<file path="src/rtl/mlp_layer_engine_if.sv">
// Bus bundle for mlp_layer_engine: memory read ports, control and streamed results.
// The engine is the master: it drives all addresses and the result outputs.
interface mlp_layer_engine_if #(
    parameter int N_IN   = 784,
    parameter int N_OUT  = 64,
    parameter int W      = 16,
    parameter int BIAS_W = 32
);
    localparam int IN_AW  = (N_IN > 1) ? $clog2(N_IN) : 1;
    localparam int OUT_AW = (N_OUT > 1) ? $clog2(N_OUT) : 1;
    localparam int WA_W   = (N_IN * N_OUT > 1) ? $clog2(N_IN * N_OUT) : 1;

    logic                     start;
    logic                     act_mode;
    logic [IN_AW-1:0]         in_addr;
    logic signed [W-1:0]      in_data;
    logic [WA_W-1:0]          w_addr;
    logic signed [W-1:0]      w_data;
    logic [OUT_AW-1:0]        b_addr;
    logic signed [BIAS_W-1:0] b_data;
    logic                     out_valid;
    logic [OUT_AW-1:0]        out_idx;
    logic signed [W-1:0]      out_data;
    logic [OUT_AW-1:0]        argmax_idx;
    logic signed [W-1:0]      argmax_val;
    logic                     busy;
    logic                     done;

    modport master (
        input  start, act_mode, in_data, w_data, b_data,
        output in_addr, w_addr, b_addr, out_valid, out_idx, out_data,
               argmax_idx, argmax_val, busy, done
    );

    modport slave (
        output start, act_mode, in_data, w_data, b_data,
        input  in_addr, w_addr, b_addr, out_valid, out_idx, out_data,
               argmax_idx, argmax_val, busy, done
    );
endinterface

</file>
<file path="src/rtl/mlp_layer_engine.sv">
// Time-multiplexed fully-connected layer: one MAC walks every neuron, then adds bias,
// applies identity/ReLU, saturates, streams each result and tracks the running argmax.
module mlp_layer_engine #(
    parameter int N_IN   = 784,
    parameter int N_OUT  = 64,
    parameter int W      = 16,
    parameter int FRAC_W = 11,
    parameter int BIAS_W = 32
) (
    input  logic               clk,
    input  logic               rst,
    mlp_layer_engine_if.master bus
);
    localparam int IN_AW  = (N_IN > 1) ? $clog2(N_IN) : 1;
    localparam int OUT_AW = (N_OUT > 1) ? $clog2(N_OUT) : 1;
    localparam int WA_W   = (N_IN * N_OUT > 1) ? $clog2(N_IN * N_OUT) : 1;
    localparam int ACC_W  = 2 * W + $clog2(N_IN) + 1;
    localparam int SUM_W  = ((ACC_W > BIAS_W) ? ACC_W : BIAS_W) + 1;

    localparam logic [IN_AW-1:0]        I_LAST  = IN_AW'(N_IN - 1);
    localparam logic [OUT_AW-1:0]       J_LAST  = OUT_AW'(N_OUT - 1);
    localparam logic [WA_W-1:0]         W_STEP  = WA_W'(N_IN);
    localparam logic signed [SUM_W-1:0] SAT_MAX = {{(SUM_W-W+1){1'b0}}, {(W-1){1'b1}}};
    localparam logic signed [SUM_W-1:0] SAT_MIN = {{(SUM_W-W+1){1'b1}}, {(W-1){1'b0}}};
    localparam logic signed [W-1:0]     RES_MAX = {1'b0, {(W-1){1'b1}}};
    localparam logic signed [W-1:0]     RES_MIN = {1'b1, {(W-1){1'b0}}};

    typedef enum logic [2:0] {S_IDLE, S_MAC, S_DRAIN, S_NORM, S_DONE} state_t;

    state_t                  state_q;
    logic                    act_q;
    logic [IN_AW-1:0]        i_q;
    logic [OUT_AW-1:0]       j_q;
    logic [WA_W-1:0]         w_base_q;
    logic [WA_W-1:0]         w_addr_q;
    logic signed [ACC_W-1:0] acc_q;
    logic                    out_valid_q;
    logic [OUT_AW-1:0]       out_idx_q;
    logic signed [W-1:0]     out_data_q;
    logic [OUT_AW-1:0]       argmax_idx_q;
    logic signed [W-1:0]     argmax_val_q;
    logic                    busy_q;
    logic                    done_q;

    logic signed [2*W-1:0]   prod;
    logic signed [ACC_W-1:0] prod_ext;
    logic signed [SUM_W-1:0] sum;
    logic signed [SUM_W-1:0] shifted;
    logic signed [W-1:0]     res;

    always_comb begin
        prod     = (2*W)'(bus.in_data) * (2*W)'(bus.w_data);
        prod_ext = {{(ACC_W-2*W){prod[2*W-1]}}, prod};
        sum      = {{(SUM_W-ACC_W){acc_q[ACC_W-1]}}, acc_q}
                 + {{(SUM_W-BIAS_W){bus.b_data[BIAS_W-1]}}, bus.b_data};
        // Arithmetic shift floors toward minus infinity, so -1 LSB of bias stays -1.
        shifted  = sum >>> FRAC_W;
        if (act_q && shifted[SUM_W-1]) begin
            res = '0;
        end else if (shifted > SAT_MAX) begin
            res = RES_MAX;
        end else if (shifted < SAT_MIN) begin
            res = RES_MIN;
        end else begin
            res = shifted[W-1:0];
        end
    end

    always_ff @(posedge clk) begin
        if (rst) begin
            state_q      <= S_IDLE;
            act_q        <= 1'b0;
            i_q          <= '0;
            j_q          <= '0;
            w_base_q     <= '0;
            w_addr_q     <= '0;
            acc_q        <= '0;
            out_valid_q  <= 1'b0;
            out_idx_q    <= '0;
            out_data_q   <= '0;
            argmax_idx_q <= '0;
            argmax_val_q <= '0;
            busy_q       <= 1'b0;
            done_q       <= 1'b0;
        end else begin
            out_valid_q <= 1'b0;
            done_q      <= 1'b0;
            unique case (state_q)
                S_IDLE: begin
                    busy_q <= 1'b0;
                    if (bus.start) begin
                        busy_q       <= 1'b1;
                        act_q        <= bus.act_mode;
                        i_q          <= '0;
                        j_q          <= '0;
                        w_base_q     <= '0;
                        w_addr_q     <= '0;
                        acc_q        <= '0;
                        argmax_idx_q <= '0;
                        argmax_val_q <= '0;
                        state_q      <= S_MAC;
                    end
                end
                S_MAC: begin
                    // Read data lags the address by one cycle, so tap i lands while i+1 is addressed.
                    if (i_q != '0) begin
                        acc_q <= acc_q + prod_ext;
                    end
                    if (i_q == I_LAST) begin
                        state_q <= S_DRAIN;
                    end else begin
                        i_q      <= i_q + IN_AW'(1);
                        w_addr_q <= w_addr_q + WA_W'(1);
                    end
                end
                S_DRAIN: begin
                    acc_q   <= acc_q + prod_ext;
                    state_q <= S_NORM;
                end
                S_NORM: begin
                    out_data_q  <= res;
                    out_idx_q   <= j_q;
                    out_valid_q <= 1'b1;
                    if (j_q == '0 || res > argmax_val_q) begin
                        argmax_idx_q <= j_q;
                        argmax_val_q <= res;
                    end
                    acc_q <= '0;
                    if (j_q == J_LAST) begin
                        state_q <= S_DONE;
                    end else begin
                        j_q      <= j_q + OUT_AW'(1);
                        i_q      <= '0;
                        w_base_q <= w_base_q + W_STEP;
                        w_addr_q <= w_base_q + W_STEP;
                        state_q  <= S_MAC;
                    end
                end
                S_DONE: begin
                    done_q  <= 1'b1;
                    state_q <= S_IDLE;
                end
                default: state_q <= S_IDLE;
            endcase
        end
    end

    assign bus.in_addr    = i_q;
    assign bus.w_addr     = w_addr_q;
    assign bus.b_addr     = j_q;
    assign bus.out_valid  = out_valid_q;
    assign bus.out_idx    = out_idx_q;
    assign bus.out_data   = out_data_q;
    assign bus.argmax_idx = argmax_idx_q;
    assign bus.argmax_val = argmax_val_q;
    assign bus.busy       = busy_q;
    assign bus.done       = done_q;
endmodule

</file>
<file path="src/flat_wrapper.sv">
// flat-port wrapper written by rule: the top's interface ports become plain ports
module mlp_layer_engine_flat 
#(
    parameter int N_IN   = 784,
    parameter int N_OUT  = 64,
    parameter int W      = 16,
    parameter int FRAC_W = 11,
    parameter int BIAS_W = 32
)
  (clk, rst, bus_start, bus_act_mode, bus_in_data, bus_w_data, bus_b_data, bus_in_addr, bus_w_addr, bus_b_addr, bus_out_valid, bus_out_idx, bus_out_data, bus_argmax_idx, bus_argmax_val, bus_busy, bus_done);
  mlp_layer_engine_if #(.N_IN(N_IN), .N_OUT(N_OUT), .W(W), .BIAS_W(BIAS_W)) bus_i ();
  input  logic clk;
  input  logic rst;
  input wire logic [$bits(bus_i.start)-1:0] bus_start;
  input wire logic [$bits(bus_i.act_mode)-1:0] bus_act_mode;
  input wire logic [$bits(bus_i.in_data)-1:0] bus_in_data;
  input wire logic [$bits(bus_i.w_data)-1:0] bus_w_data;
  input wire logic [$bits(bus_i.b_data)-1:0] bus_b_data;
  output wire logic [$bits(bus_i.in_addr)-1:0] bus_in_addr;
  output wire logic [$bits(bus_i.w_addr)-1:0] bus_w_addr;
  output wire logic [$bits(bus_i.b_addr)-1:0] bus_b_addr;
  output wire logic [$bits(bus_i.out_valid)-1:0] bus_out_valid;
  output wire logic [$bits(bus_i.out_idx)-1:0] bus_out_idx;
  output wire logic [$bits(bus_i.out_data)-1:0] bus_out_data;
  output wire logic [$bits(bus_i.argmax_idx)-1:0] bus_argmax_idx;
  output wire logic [$bits(bus_i.argmax_val)-1:0] bus_argmax_val;
  output wire logic [$bits(bus_i.busy)-1:0] bus_busy;
  output wire logic [$bits(bus_i.done)-1:0] bus_done;
  assign bus_i.start = bus_start;
  assign bus_i.act_mode = bus_act_mode;
  assign bus_i.in_data = bus_in_data;
  assign bus_i.w_data = bus_w_data;
  assign bus_i.b_data = bus_b_data;
  assign bus_in_addr = bus_i.in_addr;
  assign bus_w_addr = bus_i.w_addr;
  assign bus_b_addr = bus_i.b_addr;
  assign bus_out_valid = bus_i.out_valid;
  assign bus_out_idx = bus_i.out_idx;
  assign bus_out_data = bus_i.out_data;
  assign bus_argmax_idx = bus_i.argmax_idx;
  assign bus_argmax_val = bus_i.argmax_val;
  assign bus_busy = bus_i.busy;
  assign bus_done = bus_i.done;
  mlp_layer_engine #(.N_IN(N_IN), .N_OUT(N_OUT), .W(W), .FRAC_W(FRAC_W), .BIAS_W(BIAS_W)) u_core (.clk(clk), .rst(rst), .bus(bus_i));
endmodule
</file>
<file path="config.mk">
export PLATFORM = sky130hd
export DESIGN_NAME = mlp_layer_engine_flat
export DESIGN_NICKNAME = d
export VERILOG_FILES = /design/src/rtl/mlp_layer_engine_if.sv /design/src/rtl/mlp_layer_engine.sv /design/src/flat_wrapper.sv
export SDC_FILE = /design/constraint.sdc
export NUM_CORES = 1
export LEC_CHECK = 0
export CAP_MARGIN = 10
export CORE_MARGIN = 1.5
export CORE_UTILIZATION = 40
export DETAILED_ROUTE_END_ITERATION = 6
export SYNTH_ARGS = -nofsm -noshare
export SYNTH_HDL_FRONTEND = slang
export SYNTH_SLANG_ARGS = --single-unit
</file>
<file path="constraint.sdc">
create_clock -name clk -period 25.5 [get_ports clk]
set_clock_uncertainty 0.15 [all_clocks]
set_input_delay 5.1 -clock clk [delete_from_list [all_inputs] [get_ports clk]]
set_output_delay 5.1 -clock clk [all_outputs]
set_load 0.05 [all_outputs]
</file>
==> results of run 1 <==
-- critical path: cells and delay by family --
family	cells	cell delay [ns]
adders and majority gates	7	3.51
AOI/OAI and AO/OA	9	2.37
buffers and inverters	6	1.26
and+or+nand+nor	3	0.44
muxes	1	0.35
-- cells in the final DEF (no fill, tap or decap), types with 16 or more instances in the layout --
cell / count
xnor2_1: 42
xor2_1: 39
nor2_1: 145
o21ai_0: 72
a211oi_1: 24
inv_1: 338
nor3_1: 26
o21a_1: 18
a21oi_1: 122
nand3_1: 34
a21o_1: 30
nand2b_1: 39
clkdlybuf4s50_1: 145
o211ai_1: 16
nand4_1: 30
a22oi_1: 28
dfxtp_1: 138
clkbuf_16: 17
nor2b_1: 17
and3_1: 16
ha_1: 185
fa_1: 341
nand2_1: 289
and2_1: 102
-- state kept, by name, summed over array words and instances, names as in the netlist --
signal,count
u_core.bus.argmax_idx,6
u_core.state_q,3
u_core.acc_q,43
u_core.bus.out_idx,6
u_core.act_q,1
u_core.bus.out_data,16
u_core.bus.in_addr,10
u_core.bus.b_addr,6
u_core.bus.w_addr,16
u_core.w_base_q,12
u_core.bus.argmax_val,16
u_core.bus.busy,1
u_core.bus.done,1
u_core.bus.out_valid,1
-- stage by stage --
stage	util	instances
after floorplan	-	2376
after detailed placement	0.445	3117
after global placement	0.445	3117
after CTS	0.458	3146
final	0.458	3151
after global routing	0.458	3151
-- worst min path at each step --
stage          cells after the start                  start                     to
2_1_floorplan                      2    u_core.w_base_q[15]    u_core.w_base_q[15]
3_3_place_gp                       2  u_core.bus.out_idx[2]  u_core.bus.out_idx[2]
3_5_place_dp                       2  u_core.bus.out_idx[0]  u_core.bus.out_idx[0]
4_1_cts                            2  u_core.bus.out_idx[0]  u_core.bus.out_idx[0]
5_1_grt                            2  u_core.bus.out_idx[4]  u_core.bus.out_idx[4]
6_report                           2  u_core.bus.out_idx[0]  u_core.bus.out_idx[0]
-- logic make-up after synthesis --
kind of cell	count (synthesis)	synth area share
and+or+nand+nor	769	0.178
adders and majority gates	527	0.438
buffers and inverters	434	0.0808
AOI/OAI and AO/OA	421	0.134
DFF	138	0.132
xor gates and xnor gates	81	0.0339
muxes	6	0.00293
-- layout make-up --
| cell class | instances | area share |
|---|---|---|
| Multi-Input combinational cell | 1804 | 0.699 |
| Sequential cell | 138 | 0.117 |
| Timing Repair Buffer | 157 | 0.0652 |
| Inverter | 338 | 0.0538 |
| Tap cell | 680 | 0.0361 |
| Clock buffer | 19 | 0.0192 |
| Clock inverter | 10 | 0.00907 |
| Antenna cell | 5 | 0.000530 |
-- per-layer routing --
layer,track usage,vias to the layer above,share of wire
met3,0.0225,65,0.036
met2,0.393,395,0.50
li1,-,7929,-
met1,0.312,8714,0.45
met5,0,-,0
met4,0.0511,0,0.019
==> impl_results.md, run 1 <==
* Crit path from: bus_in_data[8]
* Hold Path Class: flop to flop
* Vias at ~17,000
* Setup WS pre-CTS at 12.23 ns
* Final worst-path cycle share at 0.504
* Global placement routability congestion at around 0.90
* Die width at around 230 um
* Synth warn at 0
* Sequential-to-total area share from yosys stat at 0.132
* Synth Instances at ~2,400
* Synth top cells by count: 342 x fa_1, 338 x inv_1, 289 x nand2_1, 185 x ha_1, 145 x nor2_1
* Die Height at between 200 and 250 um
* Synth top area cells: fa_1 33%, dfxtp_1 13%, ha_1 11%
* Root Buffer: clkbuf_16
* Clock transition at the registers of the reported paths at 0.06 ns
* Slew headroom at 0.266
* Global-route wire length before repair at about 98,000 um
* Critical Path AT at approximately 13 ns
* TritonRoute pass-1 iters at 7
* Reg area at around 0.0028 mm^2
* Clk sink count at between 100 and 150
* Share of layout cells above drive strength 1 at 0.0345
* CTS Buf Count at 17
* Total gr overflow at 0
* Final TNS setup at 0 ns
* Tot GR Track Use at 0.229
* RSZ-0062 raised after global routing: false
* Worst r2r src: u_core.acc_q[28]
* Avg Cell Area, Syn at roughly 9 um^2
* Pins over their slew limit at 0
* # fillers at between 5,000 and 6,000
* Min cycle time layout at about 13 ns
* Pin count of the biggest net entering global routing at 53
* CTS tree: yes
* I/O pin count at approximately 150
* Design area at ~0.024 mm^2
* Startpoint class of the critical path: input pin
* CTS Buffer Depth at 2
* Wire length per cell at 18.7 um
* Crit path to: u_core.acc_q[36]
* Worst EP required at 25.72 ns
* Final Routed Wirelength at approximately 60,000 um
* DPL Wire Length at 48,400 um
* Final #Nets at 3,051
* RR Endpoint: u_core.bus.argmax_val[4]
* Syn_nets at 2,971
* Largest stage delay, worst path at a little under 1 ns
* Max frequency at a little under 80 MHz
* Initial Util at 0.406
* Critical path capture point type: flop
* Number of gates resized after CTS at 0
* Antenna viol nets, final at 0
* Final worst slack at roughly 13 ns
* Vias in the first global route at approximately 18,000
* Clk_lat worst skew at between 0.4 and 0.5 ns
* Number of vias per cell at approximately 5.4
* Row count at between 80 and 90
* Antenna violations before repair at 5
* Worst R2R Setup Slack at 17.56 ns
* H-tree levels at 4
* Post-synth EDFFs at 0
* Area of the multi-input gates at around 0.016 mm^2
* Synth area leader: fa_1
* Post-synth top area share at 0.327
* Port bufs at 146
* P&R area growth vs syn at 12.8%
* Slew at the pin closest to its max-slew limit at around 1.1 ns
* Main synth FF type: dfxtp_1
* Cts hold-fix bufs at 0
* Result of the run: finished clean
* FF+latch count, synth at 138
* Final hold violation count at 0
* Slowest-stage cell, CP: clkdlybuf4s50_1
* Most common cell in the synthesized netlist: fa_1
* Post-route DRC at 0
* Mapped cell area at between 0.02 and 0.025 mm^2
* Yosys cell types at between 80 and 90
* Core ar. at 0.0515 mm^2
* Post-CTS setup buffer count at 0
* Max Cap Viol at 0
* Post-synthesis async set-or-reset flop share at 0
* Placed inst area at 0.0229 mm^2
* Critical path fanouts, max at 16
* Final setup fails at 0
* DRT iter0 DRCs at a little under 1,000
* Die Footprint at approximately 0.054 mm^2
* Worst setup path class: input pin to flop
* Most Frequent Cell on Critical Path: fa_1
* Worst Hold Slack at 0.306 ns
* R2R cell count at 26
Power of run 1 is left out: the tool's default activity adds up to more than one toggle a clock period on the data nets, which glitch-free logic cannot reach.
==> run 2, diff against run 1 <==
==> constraint.sdc (replaced) <==
create_clock -name clk -period 11 [get_ports clk]
set_clock_uncertainty 0.15 [all_clocks]
set_input_delay 2.2 -clock clk [delete_from_list [all_inputs] [get_ports clk]]
set_output_delay 2.2 -clock clk [all_outputs]
set_load 0.05 [all_outputs]
==> run 2 against run 1 <==
Compared with the run above: flip-flop and latch count unchanged; register-to-register slack got worse by 14 ns; via count fell by 0.87%; cell count is 0.25% higher; routed wire length decreased by 0.66%; non-clock buffer count up 10; setup slack got worse by 11 ns; global-route usage decreased by 0.19 points; die area unchanged; clock-buffer cell count is the same; core utilization increased by 0.092 points.
==> impl_results.md, run 2 (synthesized netlist as in run 1, its figures left out) <==
* DRT iter0 DRCs at 1,078 (+11%)
* # fillers at 4,996 (-1.6%)
* Setup WS pre-CTS at 0.894 ns (-11.33 ns)
* Final worst-path cycle share at 0.884
* Slew headroom at 0.250 (-0.0162)
* Clock transition at the registers of the reported paths at 0.06 ns (about the same)
* Die width at 232 um (unchanged)
* RR Endpoint: u_core.bus.argmax_val[1]
* Share of layout cells above drive strength 1 at 0.0388 (+0.00429)
* Worst r2r src: u_core.acc_q[5]
* Hold_sp: u_core.bus.out_idx[2]
* Cts hold-fix bufs at 0 (unchanged)
* Worst R2R Setup Slack at 3.58 ns (-13.98 ns)
* Post-placement cell count at 3,127 (+0.32%)
* Global placement routability congestion at 0.921 (+1.8%)
* Die Height at 232 um (unchanged)
* Antenna violations before repair at 2 (-3)
* Final setup fails at 0 (unchanged)
* Result of the run: finished clean
* Clk sink count at 138 (unchanged)
* Clk_lat worst skew at 0.45 ns (+0.02 ns)
* Worst EP required at 11.23 ns (-14.49 ns)
* Antenna viol nets, final at 0 (unchanged)
* Final Routed Wirelength at 58,400 um (-0.66%)
* Worst setup path class: input pin to flop
* Max Cap Viol at 0 (unchanged)
* Final hold violation count at 0 (unchanged)
* Number of vias per cell at 5.37 (-1.1%)
* Min cycle time layout at just under 10 ns
* Number of gates resized after CTS at 0 (unchanged)
* Final worst slack at 1.28 ns (-11.36 ns)
* Total gr overflow at 0 (unchanged)
* Largest stage delay, worst path at 0.93 ns (-0.04 ns)
* Tot GR Track Use at 0.228 (-0.00189)
* Die Footprint at 0.0537 mm^2 (unchanged)
* Wire length per cell at 18.5 um (-0.91%)
* Port bufs at 146 (unchanged)
* Critical path fanouts, max at 16 (unchanged)
* Final TNS setup at 0 ns (unchanged)
* Hold Path Class: flop to flop
* R2R cell count at 26 (unchanged)
* TritonRoute pass-1 iters at 5 (-2)
* Global-route wire length before repair at 96,400 um (-1.4%)
* Commonest cells after routing, fill and taps aside: 341 x fa_1, 338 x inv_1, 289 x nand2_1
* I/O pin count at 147 (unchanged)
* Initial Util at 0.406 (unchanged)
* Vias in the first global route at 17,684 (-0.89%)
* P&R area growth vs syn at 13.0%
* Max FFs per register at 43 (unchanged)
* Slowest-stage cell, CP: clkdlybuf4s50_1
* Post-Layout Cell Count at 3,159 (+0.25%)
* Max frequency at 103 MHz
* Slew at the pin closest to its max-slew limit at 1.12 ns (+0.0260 ns)
* DPL Wire Length at 48,400 um (-0.19%)
* Hold depth at 2 (unchanged)
* CTS tree: yes
* Pins over their slew limit at 0 (unchanged)
* Vias at 16,954 (-0.87%)
* Post-layout util at 0.459 (+0.000923)
* Pin count of the biggest net entering global routing at 53 (unchanged)
* Core ar. at 0.0515 mm^2 (unchanged)
* Most flop-heavy register: u_core.acc_q
* Post-route DRC at 0 (unchanged)
* Critical path capture point type: flop
* H-tree levels at 4 (unchanged)
* Bufs and invs on worst path at 6 (unchanged)
* Startpoint class of the critical path: input pin
* Row count at 83 (unchanged)
* CTS Buffer Depth at 2 (unchanged)
* Crit-path leading delay family: adder cells
* Critical Path AT at 9.95 ns (-3.14 ns)
* Root Buffer: clkbuf_16
* CTS Buf Count at 17 (unchanged)
* Crit path from: bus_w_data[6]
* Most Frequent Cell on Critical Path: fa_1
* Final #Nets at 3,061 (+0.33%)
* Most common cell after layout, fill and taps aside: fa_1
* RSZ-0062 raised after global routing: false
* Post-CTS setup buffer count at 0 (unchanged)
* Hold Path Sink: u_core.bus.out_idx[2]
==> run 2: changes by cell type in the layout (fill, tap and decap cells not counted), sizes merged <==
cell / previous run / this run
diode: 5 / 2
bufinv: 6 / 5
inv: 340 / 339
buf: 12 / 22
clkinv: 1 / 4
==> run 2: worst max path at each step <==
stage                       endpoint  slack, ns  cells past startpoint
finish              u_core.acc_q[36]       1.28                     26
global route        u_core.acc_q[36]       0.86                     26
CTS                 u_core.acc_q[36]       1.34                     26
detailed placement  u_core.acc_q[36]       0.89                     26
global placement    u_core.acc_q[36]       1.02                     26
floorplan           u_core.acc_q[41]       2.24                     26
==> run 2: layout make-up <==
class | instances | area (um^2) | area share
Clock inverter | 11 | 194 | 0.00820
Antenna cell | 2 | 5.00 | 0.000212
Tap cell | 680 | 851 | 0.0360
Inverter | 338 | 1270 | 0.0537
Timing Repair Buffer | 167 | 1610 | 0.0683
Multi-Input combinational cell | 1804 | 16500 | 0.698
Sequential cell | 138 | 2760 | 0.117
Clock buffer | 19 | 453 | 0.0192
==> run 2: per-stage QoR <==
stage	hold WS [ns]	instance area, um^2
after floorplan	0.298	20900
after global placement	0.297	23000
after detailed placement	0.299	23000
after CTS	0.305	23600
after global routing	0.339	23600
final	0.305	23600
==> run 2: layer usage <==
metal	global-route usage	vias up	part of all wire
met5	0	-	0
met4	0.0469	0	0.016
met3	0.0185	54	0.036
met2	0.395	349	0.50
met1	0.309	8599	0.45
li1	-	7952	-
==> run 2: worst min-delay path: cells and delay by family, from the launching register on <==
kind,cells,cell delay (ns)
flip-flops,1,0.31
AND/OR/NAND/NOR,1,0.05
AO/OA/AOI/OAI,1,0.05
Power of run 2 is left out for the same reason.
==> run 3, diff against run 2 <==
--- a/config.mk
+++ b/config.mk
@@ -8,7 +8,9 @@
 export CAP_MARGIN = 10
 export CORE_MARGIN = 1.5
 export CORE_UTILIZATION = 40
+export CTS_CLUSTER_DIAMETER = 100
 export DETAILED_ROUTE_END_ITERATION = 6
+export SETUP_SLACK_MARGIN = 0.1
 export SYNTH_ARGS = -nofsm -noshare
 export SYNTH_HDL_FRONTEND = slang
 export SYNTH_SLANG_ARGS = --single-unit
==> results of run 3 <==
Same layout as run 2: the final DEF is identical, and so are final timing and power.
Power of run 3 is left out for the same reason.
